`src/rtl/tone_player_if.sv`:
```
// Note-request channel between the sequencer and the tone player.
// The master offers a request; the slave raises note_ready when it can take it.
interface tone_player_if #(
    parameter int DUR_W = 12
);
    logic             note_valid;
    logic             note_ready;
    logic [3:0]       note;
    logic [1:0]       octave;
    logic [DUR_W-1:0] dur_ms;

    modport master (
        output note_valid, note, octave, dur_ms,
        input  note_ready
    );

    modport slave (
        input  note_valid, note, octave, dur_ms,
        output note_ready
    );
endinterface

```
`src/rtl/tone_player.sv`:
```
// Note-playback engine: plays one chromatic note as a square wave for dur_ms,
// then holds a silent articulation gap before accepting the next request.
module tone_player #(
    parameter int TICK_DIV = 8000,
    parameter int DUR_W    = 12,
    parameter int GAP_MS   = 1
) (
    input  logic           clk,
    input  logic           rst_n,
    tone_player_if.slave   req,
    input  logic           stop,
    output logic           audio,
    output logic           busy,
    output logic           done
);
    localparam int PRE_W  = (TICK_DIV > 1) ? $clog2(TICK_DIV) : 1;
    localparam int HALF_W = 14;

    typedef enum logic [1:0] {
        IDLE = 2'd0,
        PLAY = 2'd1,
        GAP  = 2'd2
    } state_t;

    state_t             state_q, state_d;
    logic               audio_q, audio_d;
    logic               done_q, done_d;
    logic [HALF_W-1:0]  half_cnt_q, half_cnt_d;
    logic [PRE_W-1:0]   pre_q, pre_d;
    logic [DUR_W-1:0]   ms_q, ms_d;
    logic [3:0]         note_q, note_d;
    logic [1:0]         octave_q, octave_d;

    logic [HALF_W-1:0]  accept_half;
    logic [HALF_W-1:0]  play_half;
    logic               accept_rest;
    logic               play_rest;

    // Half period in clk cycles; indices 12..15 are rests and yield 0.
    function automatic logic [HALF_W-1:0] half_of(input logic [3:0] n, input logic [1:0] o);
        logic [HALF_W-1:0] per;
        per = '0;
        case (n)
            4'd0:    per = 14'd15289;
            4'd1:    per = 14'd14431;
            4'd2:    per = 14'd13621;
            4'd3:    per = 14'd12856;
            4'd4:    per = 14'd12135;
            4'd5:    per = 14'd11454;
            4'd6:    per = 14'd10811;
            4'd7:    per = 14'd10204;
            4'd8:    per = 14'd9631;
            4'd9:    per = 14'd9091;
            4'd10:   per = 14'd8581;
            4'd11:   per = 14'd8099;
            default: per = '0;
        endcase
        return (per >> o) >> 1;
    endfunction

    assign accept_half = half_of(req.note, req.octave);
    assign play_half   = half_of(note_q, octave_q);
    assign accept_rest = (req.note >= 4'd12);
    assign play_rest   = (note_q >= 4'd12);

    assign req.note_ready = (state_q == IDLE);
    assign busy           = (state_q != IDLE);
    assign audio          = audio_q;
    assign done           = done_q;

    always_ff @(posedge clk) begin
        if (!rst_n) begin
            state_q    <= IDLE;
            audio_q    <= 1'b0;
            done_q     <= 1'b0;
            half_cnt_q <= '0;
            pre_q      <= '0;
            ms_q       <= '0;
            note_q     <= '0;
            octave_q   <= '0;
        end else begin
            state_q    <= state_d;
            audio_q    <= audio_d;
            done_q     <= done_d;
            half_cnt_q <= half_cnt_d;
            pre_q      <= pre_d;
            ms_q       <= ms_d;
            note_q     <= note_d;
            octave_q   <= octave_d;
        end
    end

    always_comb begin
        state_d    = state_q;
        audio_d    = audio_q;
        done_d     = 1'b0;
        half_cnt_d = half_cnt_q;
        pre_d      = pre_q;
        ms_d       = ms_q;
        note_d     = note_q;
        octave_d   = octave_q;

        unique case (state_q)
            IDLE: begin
                // stop is deliberately not looked at here: an accept always wins.
                if (req.note_valid) begin
                    note_d   = req.note;
                    octave_d = req.octave;
                    if (req.dur_ms == '0) begin
                        done_d = 1'b1;
                    end else begin
                        state_d    = PLAY;
                        audio_d    = !accept_rest;
                        half_cnt_d = accept_rest ? '0 : accept_half - 1'b1;
                        pre_d      = PRE_W'(TICK_DIV - 1);
                        ms_d       = req.dur_ms;
                    end
                end
            end

            PLAY: begin
                if (stop) begin
                    state_d = IDLE;
                    audio_d = 1'b0;
                    done_d  = 1'b1;
                end else begin
                    if (!play_rest) begin
                        if (half_cnt_q == '0) begin
                            audio_d    = !audio_q;
                            half_cnt_d = play_half - 1'b1;
                        end else begin
                            half_cnt_d = half_cnt_q - 1'b1;
                        end
                    end
                    if (pre_q == '0) begin
                        pre_d = PRE_W'(TICK_DIV - 1);
                        if (ms_q == DUR_W'(1)) begin
                            // Last PLAY cycle: silence overrides any pending toggle.
                            audio_d = 1'b0;
                            if (GAP_MS == 0) begin
                                state_d = IDLE;
                                done_d  = 1'b1;
                            end else begin
                                state_d = GAP;
                                ms_d    = DUR_W'(GAP_MS);
                            end
                        end else begin
                            ms_d = ms_q - 1'b1;
                        end
                    end else begin
                        pre_d = pre_q - 1'b1;
                    end
                end
            end

            GAP: begin
                audio_d = 1'b0;
                if (stop) begin
                    state_d = IDLE;
                    done_d  = 1'b1;
                end else if (pre_q == '0) begin
                    pre_d = PRE_W'(TICK_DIV - 1);
                    if (ms_q == DUR_W'(1)) begin
                        state_d = IDLE;
                        done_d  = 1'b1;
                    end else begin
                        ms_d = ms_q - 1'b1;
                    end
                end else begin
                    pre_d = pre_q - 1'b1;
                end
            end

            default: begin
                state_d = IDLE;
                audio_d = 1'b0;
            end
        endcase
    end
endmodule

```
`src/flat_wrapper.sv`:
```
// flat-port wrapper written by rule: the top's interface ports become plain ports
module tone_player_flat 
#(
    parameter int TICK_DIV = 8000,
    parameter int DUR_W    = 12,
    parameter int GAP_MS   = 1
)
  (clk, rst_n, stop, audio, busy, done, req_note_valid, req_note, req_octave, req_dur_ms, req_note_ready);
  tone_player_if #(.DUR_W(DUR_W)) req_i ();
  input  logic clk;
  input  logic rst_n;
  input  logic stop;
  output logic audio;
  output logic busy;
  output logic done;
  input wire logic [$bits(req_i.note_valid)-1:0] req_note_valid;
  input wire logic [$bits(req_i.note)-1:0] req_note;
  input wire logic [$bits(req_i.octave)-1:0] req_octave;
  input wire logic [$bits(req_i.dur_ms)-1:0] req_dur_ms;
  output wire logic [$bits(req_i.note_ready)-1:0] req_note_ready;
  assign req_i.note_valid = req_note_valid;
  assign req_i.note = req_note;
  assign req_i.octave = req_octave;
  assign req_i.dur_ms = req_dur_ms;
  assign req_note_ready = req_i.note_ready;
  tone_player #(.TICK_DIV(TICK_DIV), .DUR_W(DUR_W), .GAP_MS(GAP_MS)) u_core (.clk(clk), .rst_n(rst_n), .req(req_i), .stop(stop), .audio(audio), .busy(busy), .done(done));
endmodule
```
`config.mk`:
```
export PLATFORM = sky130hd
export DESIGN_NAME = tone_player_flat
export DESIGN_NICKNAME = d
export VERILOG_FILES = /design/src/rtl/tone_player_if.sv /design/src/rtl/tone_player.sv /design/src/flat_wrapper.sv
export SDC_FILE = /design/constraint.sdc
export NUM_CORES = 1
export LEC_CHECK = 0
export ABC_CLOCK_PERIOD_IN_PS = 4900
export CAP_MARGIN = 30
export CORE_MARGIN = 8
export CORE_UTILIZATION = 45
export CTS_BUF_LIST = sky130_fd_sc_hd__clkbuf_16
export DETAILED_ROUTE_END_ITERATION = 12
export PLACE_DENSITY_LB_ADDON = 0.2
export SLEW_MARGIN = 15
export SYNTH_ARGS = -nofsm -noshare
export SYNTH_HDL_FRONTEND = slang
export SYNTH_SLANG_ARGS = --single-unit
export TNS_END_PERCENT = 30
```
`constraint.sdc`:
```
create_clock -name clk -period 4.9 [get_ports clk]
set_input_delay 1.47 -clock clk [delete_from_list [all_inputs] [get_ports clk]]
set_output_delay 1.47 -clock clk [all_outputs]
set_load 0.01 [all_outputs]
```
Word-level counts from Yosys, hierarchy flattened
Memories as Yosys holds them, arrays and structs flattened. A register that Yosys moved wholly into a read port is not among the register bits.
Index checks and enable logic that the tools add are counted.

storage, ports and cells
  register bits = 49
  ROM bits = 448
  input bits = 22
  output and inout bits = 4
  logic and storage cells = 99
  memories = 2

memory list
  name              words  bits a word  rd ports  clocked after Yosys merged registers in  write ports  line               source
  (name not given)  16     14           1         1                                        0            tone_player.sv:43  case (n)
  (name not given)  16     14           1         0                                        0            tone_player.sv:43

cells by class
  add/subtract/negate cells = 5
  magnitude comparators = 2
  equal/unequal tests = 16
  shift-type cells = 2
  mux-type cells = 47
  reductions and logical operators = 17

operators by type and width
  operator                                                   count
  two-way mux 12 bit                                         8
  two-way mux 14 bit                                         6
  two-way mux 13 bit                                         4
  case mux 12 bit (3 select lines)                           1
  case mux 14 bit (2 select lines)                           1
  >> shifter 14 x 2 -> 14 bit                                2
  subtractor 13 x 1 -> 14 bit (second input constant)        2
  case mux 13 bit (2 select lines)                           1
  two-way mux 2 bit                                          8
  logical NOT 14 bit                                         1
  inequality test 2 bit (second input constant)              7
  subtractor 14 x 1 -> 14 bit (second input constant)        1
  logical NOT 13 bit                                         1
  two-way mux 1 bit                                          13
  subtractor 13 x 1 -> 13 bit (second input constant)        1
  == test 12 x 1 -> 1 bit (second input constant)            1
  logical NOT 12 bit                                         1
  inequality test 3 x 2 -> 1 bit (second input constant)     4
  subtractor 12 x 1 -> 12 bit (second input constant)        1
  greater-or-equal comparator 4 bit (second input constant)  2
  two-way mux 4 bit                                          2
  AND reduction 8 bit                                        1
  case mux 2 bit (3 select lines)                            1
  AND reduction 6 bit                                        1
  13 further kinds                                           18

Depth between registers and ports, before layout
Gate-level depths: netlist of run 1.

  word-level depth = 7
  gate-level depth with buffers = 13
  depth with buffers taken out = 13

Worst setup path before layout of run 1
Ideal clock, no wire load.

  path type = input-to-reg
  start point = input port req_note[0]
  end point = register u_core.half_cnt_q[10]
  setup time = 0.137 ns
  arrival = 3.999 ns
  data required time = 4.763 ns
  slack = 0.764 ns
  stages on the path = 13
  path buffers = 0
  path through = inv_1 > ha_1 > mux2_2 > nor2_1 > or3_1 > and2_1 > inv_1 > ha_1 > o311ai_0 > a211oi_2 > nor3b_1 > o21ai_0 > a31oi_1

on the way
  longest elaborated chain between the ends = 7
  elaborated cells between the ends (all ways) = 8
  classes of those cells = add/sub: 1; order compare: 1; shift: 1; mux: 4; memory: 1

RTL lines
  what                                line                source
  from (decl)                         flat_wrapper.sv:17  input wire logic [$bits(req_i.note)-1:0] req_note;
  memory read (16 x 14 bit)           -
  >> shifter 14 x 2 -> 14 bit         tone_player.sv:58   return (per >> o) >> 1;
  subtractor 13 x 1 -> 14 bit         tone_player.sv:114  half_cnt_d = accept_rest ? '0 : accept_half - 1'b1;
  two-way mux 14 bit *                tone_player.sv:114
  two-way mux 14 bit *                tone_player.sv:109  if (req.dur_ms == '0) begin
  two-way mux 14 bit *                tone_player.sv:106  if (req.note_valid) begin
  case mux 14 bit (2 select lines) *  tone_player.sv:103  unique case (state_q)
  to (signal assigned)                tone_player.sv:85   half_cnt_q <= half_cnt_d;
  to (decl)                           tone_player.sv:28   logic [HALF_W-1:0] half_cnt_q, half_cnt_d;

Every way passes the cells marked *; elsewhere a longest branch is shown, timed or not. The select of a mux whose other input is x is not followed.
A chain may end at the register's enable or synchronous reset.

Final worst setup path of run 1
  start point = input port req_note[1]
  end point = register u_core.half_cnt_q[10]

Same word-level chain as after synthesis.

==> results of run 1 <==
==> power by group through the flow <==
stage	Combinational [mW]	Sequential, mW	Clock [mW]
after global placement	1.11	0.751	0
after floorplan	0.898	0.713	0
after detailed placement	1.13	0.756	0
final	1.15	0.752	0.640
after CTS	1.14	0.747	0.648
after global routing	1.27	0.767	0.669
==> synthesized netlist by cell type, types with 13 or more instances <==
master                      n
sky130_fd_sc_hd__dfxtp_1   62
sky130_fd_sc_hd__nand2_1   54
sky130_fd_sc_hd__a21oi_1   52
sky130_fd_sc_hd__o21ai_0   49
sky130_fd_sc_hd__nor2_1    44
sky130_fd_sc_hd__inv_1     33
sky130_fd_sc_hd__clkbuf_1  30
sky130_fd_sc_hd__nand3_1   29
sky130_fd_sc_hd__ha_1      24
sky130_fd_sc_hd__nand2b_1  23
sky130_fd_sc_hd__xnor2_1   14
sky130_fd_sc_hd__o22ai_1   13
sky130_fd_sc_hd__xor2_1    13
==> worst min path at each step <==
stage | from | endpoint | slack, ns | depth (start not counted)
after detailed placement | u_core.ms_q[4]$_SDFFE_PN0P_ | u_core.ms_q[4]$_SDFFE_PN0P_ | 0.45 | 2
after floorplan | u_core.ms_q[4]$_SDFFE_PN0P_ | u_core.ms_q[4]$_SDFFE_PN0P_ | 0.43 | 2
after global placement | u_core.ms_q[4]$_SDFFE_PN0P_ | u_core.ms_q[4]$_SDFFE_PN0P_ | 0.45 | 2
after CTS | u_core.ms_q[4]$_SDFFE_PN0P_ | u_core.ms_q[4]$_SDFFE_PN0P_ | 0.47 | 2
final | u_core.ms_q[4]$_SDFFE_PN0P_ | u_core.ms_q[4]$_SDFFE_PN0P_ | 0.47 | 2
after global routing | u_core.ms_q[4]$_SDFFE_PN0P_ | u_core.ms_q[4]$_SDFFE_PN0P_ | 0.49 | 2
==> worst max-delay path, cell delays in order <==
cell	delay (ns)
sky130_fd_sc_hd__clkdlybuf4s50_1	0.63
sky130_fd_sc_hd__inv_1	0.15
sky130_fd_sc_hd__ha_1	0.24
sky130_fd_sc_hd__mux2_2	0.28
sky130_fd_sc_hd__nor2_1	0.06
sky130_fd_sc_hd__or3_1	0.31
sky130_fd_sc_hd__and2_1	0.16
sky130_fd_sc_hd__inv_1	0.07
sky130_fd_sc_hd__ha_1	0.18
sky130_fd_sc_hd__o311ai_0	0.14
sky130_fd_sc_hd__buf_4	0.18
sky130_fd_sc_hd__a211oi_2	0.34
sky130_fd_sc_hd__nor3b_1	0.22
sky130_fd_sc_hd__o21ai_0	0.11
sky130_fd_sc_hd__a31oi_1	0.19
==> cells in the final DEF (no fill, tap or decap), types with 5 or more instances in the layout <==
cell type                         synthesis  final
sky130_fd_sc_hd__mux2_2                   7      7
sky130_fd_sc_hd__buf_4                    0     20
sky130_fd_sc_hd__mux2i_1                  9      9
sky130_fd_sc_hd__ha_1                    24     24
sky130_fd_sc_hd__and3_1                   6      6
sky130_fd_sc_hd__nand2b_1                23     23
sky130_fd_sc_hd__a21oi_1                 52     52
sky130_fd_sc_hd__o21ai_0                 49     49
sky130_fd_sc_hd__xnor2_1                 14     14
sky130_fd_sc_hd__nand2_1                 54     54
sky130_fd_sc_hd__mux4_2                   7      7
sky130_fd_sc_hd__o211a_1                 10     10
sky130_fd_sc_hd__o32ai_1                  5      5
sky130_fd_sc_hd__nand3_1                 29     29
sky130_fd_sc_hd__o211ai_1                 9      9
sky130_fd_sc_hd__nor3_1                  12     12
sky130_fd_sc_hd__clkbuf_16                0      9
sky130_fd_sc_hd__o221ai_1                 5      5
sky130_fd_sc_hd__nor2_1                  44     44
sky130_fd_sc_hd__dfxtp_1                 62     62
sky130_fd_sc_hd__o22ai_1                 13     13
sky130_fd_sc_hd__clkdlybuf4s50_1          0     25
sky130_fd_sc_hd__a21boi_0                 8      8
sky130_fd_sc_hd__inv_1                   33     33
sky130_fd_sc_hd__a211oi_1                 6      6
sky130_fd_sc_hd__a31oi_1                  8      8
sky130_fd_sc_hd__a21o_1                   6      6
sky130_fd_sc_hd__xor2_1                  13     13
sky130_fd_sc_hd__nor2b_1                  8      8
sky130_fd_sc_hd__nor4_1                  12     12
==> layout make-up <==
type	instances	area, sq um	share of cell area
Tap cell	140	175	0.0303
Timing Repair Buffer	48	452	0.0782
Clock buffer	9	225	0.0390
Sequential cell	62	1240	0.215
Inverter	35	131	0.0228
Multi-Input combinational cell	513	3480	0.602
Clock inverter	7	72.6	0.0126
==> through the flow <==
stage | util | instance area (sq um) | instances
after floorplan | - | 5030 | 652
after global placement | 0.502 | 5470 | 797
after detailed placement | 0.503 | 5480 | 798
after CTS | 0.530 | 5770 | 814
after global routing | 0.530 | 5770 | 814
final | 0.530 | 5770 | 814
==> kinds of logic (layout without fill, tap and decap cells) <==
family,Yosys count,after routing,share of synthesized area
AOI/OAI and AO/OA,216,216,0.289
and+or+nand+nor,223,223,0.230
muxes,23,23,0.0649
xor gates and xnor gates,27,27,0.0470
adders and majority gates,24,24,0.0597
buffers and inverters,77,99,0.0622
DFF,62,62,0.247
==> routing by layer <==
layer	global-route usage	part of all wire
met5	0	0
met4	0.0532	0.011
met3	0.0407	0.066
met2	0.268	0.41
met1	0.264	0.51
==> metrics.json, run 1 <==
{
  "outcome": "finished, final reports clean",
  "worstMarginPinSlew_ns": 0.938,
  "setup.reg_to_reg.worst_slack_ns": 1.79,
  "clock_latency_ns": 0.34,
  "design.die.area_sq_mm": 0.0148,
  "switching_fraction_of_total_power": 0.406,
  "sequential_share_of_the_synthesized_area": 0.247,
  "core_area_sq_mm": 0.0109,
  "nets_in_the_synthesized_netlist": 698,
  "detailed_route_drc_error_count": 0,
  "gp_routability_congestion": 0.856,
  "critPathLaunch": "req_note[1]",
  "ant_cells": 0,
  "finalSetupViolations": 0,
  "total_power_mw": 2.54,
  "worstPathArrival_ns": 4.75,
  "timing.reg2reg.worst_path_depth": 8,
  "floorplan.io_pins": 26,
  "final_total_negative_setup_slack_ns": 0,
  "synth.distinct_cells": 71,
  "fin_ws_ns": 0.418,
  "fin_crit_sh": 0.915,
  "pre_cts_slack_ns": 0.0655,
  "cts_tree": "yes",
  "clock_sink_total": 62,
  "row_count": 38,
  "nFillCells": 1037,
  "static-leakage-power_nw": 2.35,
  "drt-vias-per-instance": 6.13,
  "detailedPlacementHpwl_um": 10200,
  "first_iter_violations": 503,
  "route.detailed.wl_per_inst_um": 16.9,
  "syn_to_final_growth_pct": 14.8,
  "maxSlewViolCount": 0,
  "ctsLongestPathBuffers": 2,
  "grt_pass1_vias": 4421,
  "critPathCapture": "u_core.half_cnt_q[10]$_SDFFE_PN0P_",
  "initial_antenna_violation_count": 0,
  "gr-total-overflow": 0,
  "vdd_ir_drop_max_mv": 0.255,
  "clock-root-buffer": "sky130_fd_sc_hd__clkbuf_16",
  "powerDensity_mw_per_mm2": 440,
  "achievable-frequency_mhz": 223,
  "firstDrtPassIters": 5,
  "synth_async_sr_flop_share": 0,
  "grt_util_all_layers": 0.184,
  "cts_post_setup_buffers_inserted": 0,
  "post_cts_resize_count": 0,
  "p_int_mw": 1.51,
  "post_route_minimum_period_ns": 4.48,
  "clkTransAtPathRegs_ns": 0.06,
  "cp_data_required_time_ns": 5.17,
  "dr_total_vias": 4989,
  "maxCapViolations": 0,
  "crit_path_end_kind": "flip-flop",
  "grt_pass1_wl_um": 22300,
  "yosys_warnings": 0,
  "final_net_count": 715,
  "die_y_um": 122,
  "post_synth_inst_count": 652,
  "hold_violations": 0,
  "rsz0062_at_grt": "false",
  "cts-buffers-inserted": 9,
  "synth.area.top_cells": "sky130_fd_sc_hd__dfxtp_1 (25%), sky130_fd_sc_hd__ha_1 (6.0%), sky130_fd_sc_hd__a21oi_1 (5.2%)",
  "ys_seq_elements": 62,
  "timing.critical_path.from_type": "input pin",
  "synth_top_area_cell": "sky130_fd_sc_hd__dfxtp_1",
  "reg2reg_from": "u_core.octave_q[0]$_SDFFE_PN0P_",
  "pin_count_of_the_biggest_net_entering_global_routing": 52,
  "finalHoldWorstSlack_ns": 0.467,
  "postRouteAntennaNets": 0,
  "switchingPower_mw": 1.03,
  "worst-setup-path-type": "input pin to flip-flop",
  "die_x_um": 122,
  "power.share.sequential": 0.296,
  "post_synth.cell_area_avg_sq_um": 7.72,
  "portBuffers": 25,
  "hold_path_class": "flip-flop to flip-flop",
  "fin_skew_ns": 0.00831,
  "part_of_the_total_power_dissipated_in_combinational_logic": 0.453,
  "ys.flop_type": "sky130_fd_sc_hd__dfxtp_1",
  "p_clk_frac": 0.252,
  "initial_utilization": 0.462,
  "postRouteWirelength_um": 13700,
  "reg2reg_to": "u_core.half_cnt_q[12]$_SDFFE_PN0P_",
  "clock_tree.htree_level_count": 3,
  "synth_largest_type_area_fraction": 0.247,
  "max_slew_margin_vs_limit": 0.369,
  "crit_fanout": 9,
  "post_route_cells_drive_above_1_share": 0.0994,
  "post_synth_edffs": 0,
  "post_synth_instance_area_sq_mm": 0.00503,
  "post_cts_hold_buffer_count": 0
}
Note: power is estimated with default switching activity, not from simulation.
==> inputs of run 2 (changes only) <==
Settings changed: SLEW_MARGIN 15 to default.
==> results of run 2 <==
No change in the layout: final DEF, timing and power equal those of run 1.
==> inputs of run 3 (changes only) <==
Settings changed: CORE_MARGIN 8 to 1.
==> metrics.json, run 3 (synthesized netlist as in run 1, its figures left out) <==
{
  "grt_util_all_layers": {"value": 0.249, "change": "+0.0655"},
  "pre_cts_slack": {"value": 0.146, "unit": "ns", "change": "+0.0806 ns"},
  "firstDrtPassIters": {"value": 5, "change": "unchanged"},
  "core_area": {"value": 0.0109, "unit": "sq mm", "change": "unchanged"},
  "row_count": {"value": 38, "change": "unchanged"},
  "vdd_ir_drop_max": {"value": 0.250, "unit": "mV", "change": "-2.1%"},
  "worstMarginPinSlew": {"value": 0.836, "unit": "ns", "change": "-0.102 ns"},
  "initial_antenna_violation_count": {"value": 0, "change": "unchanged"},
  "max_slew_margin_vs_limit": {"value": 0.438, "change": "+0.0686"},
  "detailedPlacementHpwl": {"value": 10400, "unit": "um", "change": "+2.0%"},
  "die_x": {"value": 108, "unit": "um", "change": "-12%"},
  "numPlacedInstances": {"value": 800, "change": "+0.25%"},
  "clock_latency": {"value": 0.33, "unit": "ns", "change": "about the same"},
  "powerDensity": {"value": 440, "unit": "mW/mm^2", "change": "about the same"},
  "timing.reg2reg.worst_path_depth": {"value": 7, "change": "-1"},
  "maxCapViolations": {"value": 0, "change": "unchanged"},
  "crit_path_end_kind": "flip-flop",
  "final_area": {"value": 0.00575, "unit": "sq mm", "change": "-0.39%"},
  "postRouteAntennaNets": {"value": 0, "change": "unchanged"},
  "sequential_cell_area": {"value": 0.00124, "unit": "sq mm", "change": "unchanged"},
  "first_iter_violations": {"value": 428, "change": "-15%"},
  "multi_input_comb_area": {"value": 0.00348, "unit": "sq mm", "change": "unchanged"},
  "maxSlewViolCount": {"value": 0, "change": "unchanged"},
  "final_net_count": {"value": 717, "change": "+0.28%"},
  "dr_total_vias": {"value": 4996, "change": "+0.14%"},
  "routed-wl-met2": {"value": 6010, "unit": "um", "change": "+5.4%"},
  "gr-total-overflow": {"value": 0, "change": "unchanged"},
  "number_of_cells_in_the_finished_layout_apart_from_fillers": {"value": 816, "change": "+0.25%"},
  "timing.critical_path.from_type": "input pin",
  "post_dp_cell_area": {"value": 0.00546, "unit": "sq mm", "change": "-0.25%"},
  "finalSetupViolations": {"value": 0, "change": "unchanged"},
  "grt_pass1_vias": {"value": 4544, "change": "+2.8%"},
  "detailed_route_drc_error_count": {"value": 0, "change": "unchanged"},
  "total_power": {"value": 2.53, "unit": "mW", "change": "-0.36%"},
  "layout.cells.most_common": "sky130_fd_sc_hd__dfxtp_1",
  "finalHoldWorstSlack": {"value": 0.455, "unit": "ns", "change": "-0.0113 ns"},
  "cp_data_required_time": {"value": 5.16, "unit": "ns", "change": "about the same"},
  "achievable-frequency": {"value": 224, "unit": "MHz", "change": "+0.50%"},
  "critPathLaunch": "req_note[1]",
  "route.layer.met1.wl": {"value": 6980, "unit": "um", "change": "about the same"},
  "cts_post_setup_buffers_inserted": {"value": 0, "change": "unchanged"},
  "pin_count_of_the_biggest_net_entering_global_routing": {"value": 50, "change": "-3.8%"},
  "static-leakage-power": {"value": 2.35, "unit": "nW", "change": "-0.17%"},
  "ctsLongestPathBuffers": {"value": 2, "change": "unchanged"},
  "grt_pass1_wl": {"value": 22900, "unit": "um", "change": "+2.6%"},
  "layout_common_cells": "sky130_fd_sc_hd__dfxtp_1 (62), sky130_fd_sc_hd__nand2_1 (54), sky130_fd_sc_hd__a21oi_1 (52), sky130_fd_sc_hd__o21ai_0 (49), sky130_fd_sc_hd__nor2_1 (44)",
  "final_total_negative_setup_slack": {"value": 0, "unit": "ns", "change": "unchanged"},
  "cts_tree": "yes",
  "dr.max_layer_used": "met4",
  "clock-root-buffer": "sky130_fd_sc_hd__clkbuf_16",
  "setup.reg_to_reg.worst_slack": {"value": 1.82, "unit": "ns", "change": "+0.03 ns"},
  "crit_fanout": {"value": 5, "change": "-4"},
  "floorplan.io_pins": {"value": 26, "change": "unchanged"},
  "gp_routability_congestion": {"value": 0.888, "change": "+3.7%"},
  "cts-buffers-inserted": {"value": 9, "change": "unchanged"},
  "syn_to_final_growth_pct": 14.3,
  "post_cts_resize_count": {"value": 0, "change": "unchanged"},
  "postRouteWirelength": {"value": 14000, "unit": "um", "change": "+1.8%"},
  "reg2reg_to": "u_core.half_cnt_q[11]$_SDFFE_PN0P_",
  "route.detailed.wl_per_inst": {"value": 17.1, "unit": "um", "change": "+1.5%"},
  "initial_utilization": {"value": 0.462, "change": "unchanged"},
  "ant_cells": {"value": 0, "change": "unchanged"},
  "hold_violations": {"value": 0, "change": "unchanged"},
  "clock_tree.htree_level_count": {"value": 3, "change": "unchanged"},
  "route.met3.wl": {"value": 810, "unit": "um", "change": "-11%"},
  "reg2reg_from": "u_core.octave_q[0]$_SDFFE_PN0P_",
  "fin_crit_sh": {"value": 0.910, "change": "-0.00457"},
  "hold_path_class": "flip-flop to flip-flop",
  "design.die.area": {"value": 0.0116, "unit": "sq mm", "change": "-22%"},
  "critPathCapture": "u_core.half_cnt_q[8]$_SDFFE_PN0P_",
  "fin_skew": {"value": 0.00548, "unit": "ns", "change": "-0.00283 ns"},
  "outcome": "finished, final reports clean",
  "clock_sink_total": {"value": 62, "change": "unchanged"},
  "worst-setup-path-type": "input pin to flip-flop",
  "rsz0062_at_grt": "false",
  "post_route_cells_drive_above_1_share": {"value": 0.101, "change": "+0.00119"},
  "post_route_minimum_period": {"value": 4.46, "unit": "ns", "change": "-0.0224 ns"},
  "nFillCells": {"value": 1056, "change": "+1.8%"},
  "fin_util": {"value": 0.528, "change": "-0.00207"},
  "post_cts_hold_buffer_count": {"value": 0, "change": "unchanged"},
  "die_y": {"value": 108, "unit": "um", "change": "-12%"},
  "fin_ws": {"value": 0.440, "unit": "ns", "change": "+0.0224 ns"},
  "drt-vias-per-instance": {"value": 6.12, "change": "-0.11%"},
  "clkTransAtPathRegs": {"value": 0.06, "unit": "ns", "change": "about the same"},
  "portBuffers": {"value": 25, "change": "unchanged"},
  "worstPathArrival": {"value": 4.72, "unit": "ns", "change": "-0.03 ns"}
}
==> run 3: cell count changes in the layout (fill, tap and decap cells not counted) <==
| cell | change |
|---|---|
| sky130_fd_sc_hd__buf_12 | -2 |
| sky130_fd_sc_hd__buf_4 | +5 |
| sky130_fd_sc_hd__buf_6 | -1 |
| sky130_fd_sc_hd__clkinv_1 | +1 |
| sky130_fd_sc_hd__clkinv_2 | +1 |
| sky130_fd_sc_hd__clkinv_4 | -2 |
==> run 3: how the worst min path moves through the flow <==
stage	start	end	slack, ns	depth (start not counted)
floorplan	u_core.ms_q[4]$_SDFFE_PN0P_	u_core.ms_q[4]$_SDFFE_PN0P_	0.43	2
global placement	u_core.ms_q[4]$_SDFFE_PN0P_	u_core.ms_q[4]$_SDFFE_PN0P_	0.45	2
detailed placement	u_core.ms_q[4]$_SDFFE_PN0P_	u_core.ms_q[4]$_SDFFE_PN0P_	0.45	2
CTS	u_core.ms_q[4]$_SDFFE_PN0P_	u_core.ms_q[4]$_SDFFE_PN0P_	0.46	2
global route	u_core.ms_q[4]$_SDFFE_PN0P_	u_core.ms_q[4]$_SDFFE_PN0P_	0.48	2
finish	u_core.ms_q[4]$_SDFFE_PN0P_	u_core.ms_q[4]$_SDFFE_PN0P_	0.46	2
==> run 3: where the power goes <==
part | internal, mW | switching, mW
logic | 0.489 | 0.670
registers | 0.625 | 0.127
clock network | 0.390 | 0.233
total | 1.50 | 1.03
==> run 3: area by class of cell <==
| cell class | count | area share |
|---|---|---|
| sequential | 62 | 0.216 |
| timing repair buffer | 50 | 0.0761 |
| inverter | 35 | 0.0228 |
| multi-input combinational | 513 | 0.605 |
| tap | 140 | 0.0305 |
| clock inverter | 7 | 0.0111 |
| clock buffer | 9 | 0.0392 |
==> run 3: critical path, stage by stage <==
cell and delay, ns:
sky130_fd_sc_hd__clkdlybuf4s50_1 0.48, sky130_fd_sc_hd__inv_1 0.17, sky130_fd_sc_hd__ha_1 0.23, sky130_fd_sc_hd__mux2_2 0.39, sky130_fd_sc_hd__o21ai_0 0.17, sky130_fd_sc_hd__o31a_1 0.18
sky130_fd_sc_hd__and2_1 0.17, sky130_fd_sc_hd__inv_1 0.07, sky130_fd_sc_hd__ha_1 0.20, sky130_fd_sc_hd__o311ai_0 0.37, sky130_fd_sc_hd__buf_4 0.20, sky130_fd_sc_hd__a211oi_2 0.10
sky130_fd_sc_hd__xor2_1 0.23, sky130_fd_sc_hd__o211ai_1 0.12, sky130_fd_sc_hd__a21boi_1 0.18
==> run 3: metal layers <==
metal  global-route usage  vias to the layer above
li1                     -                     2433
met1                0.367                     2378
met2                0.375                      163
met3               0.0297                       22
met4               0.0793                        0
met5                    0                        -
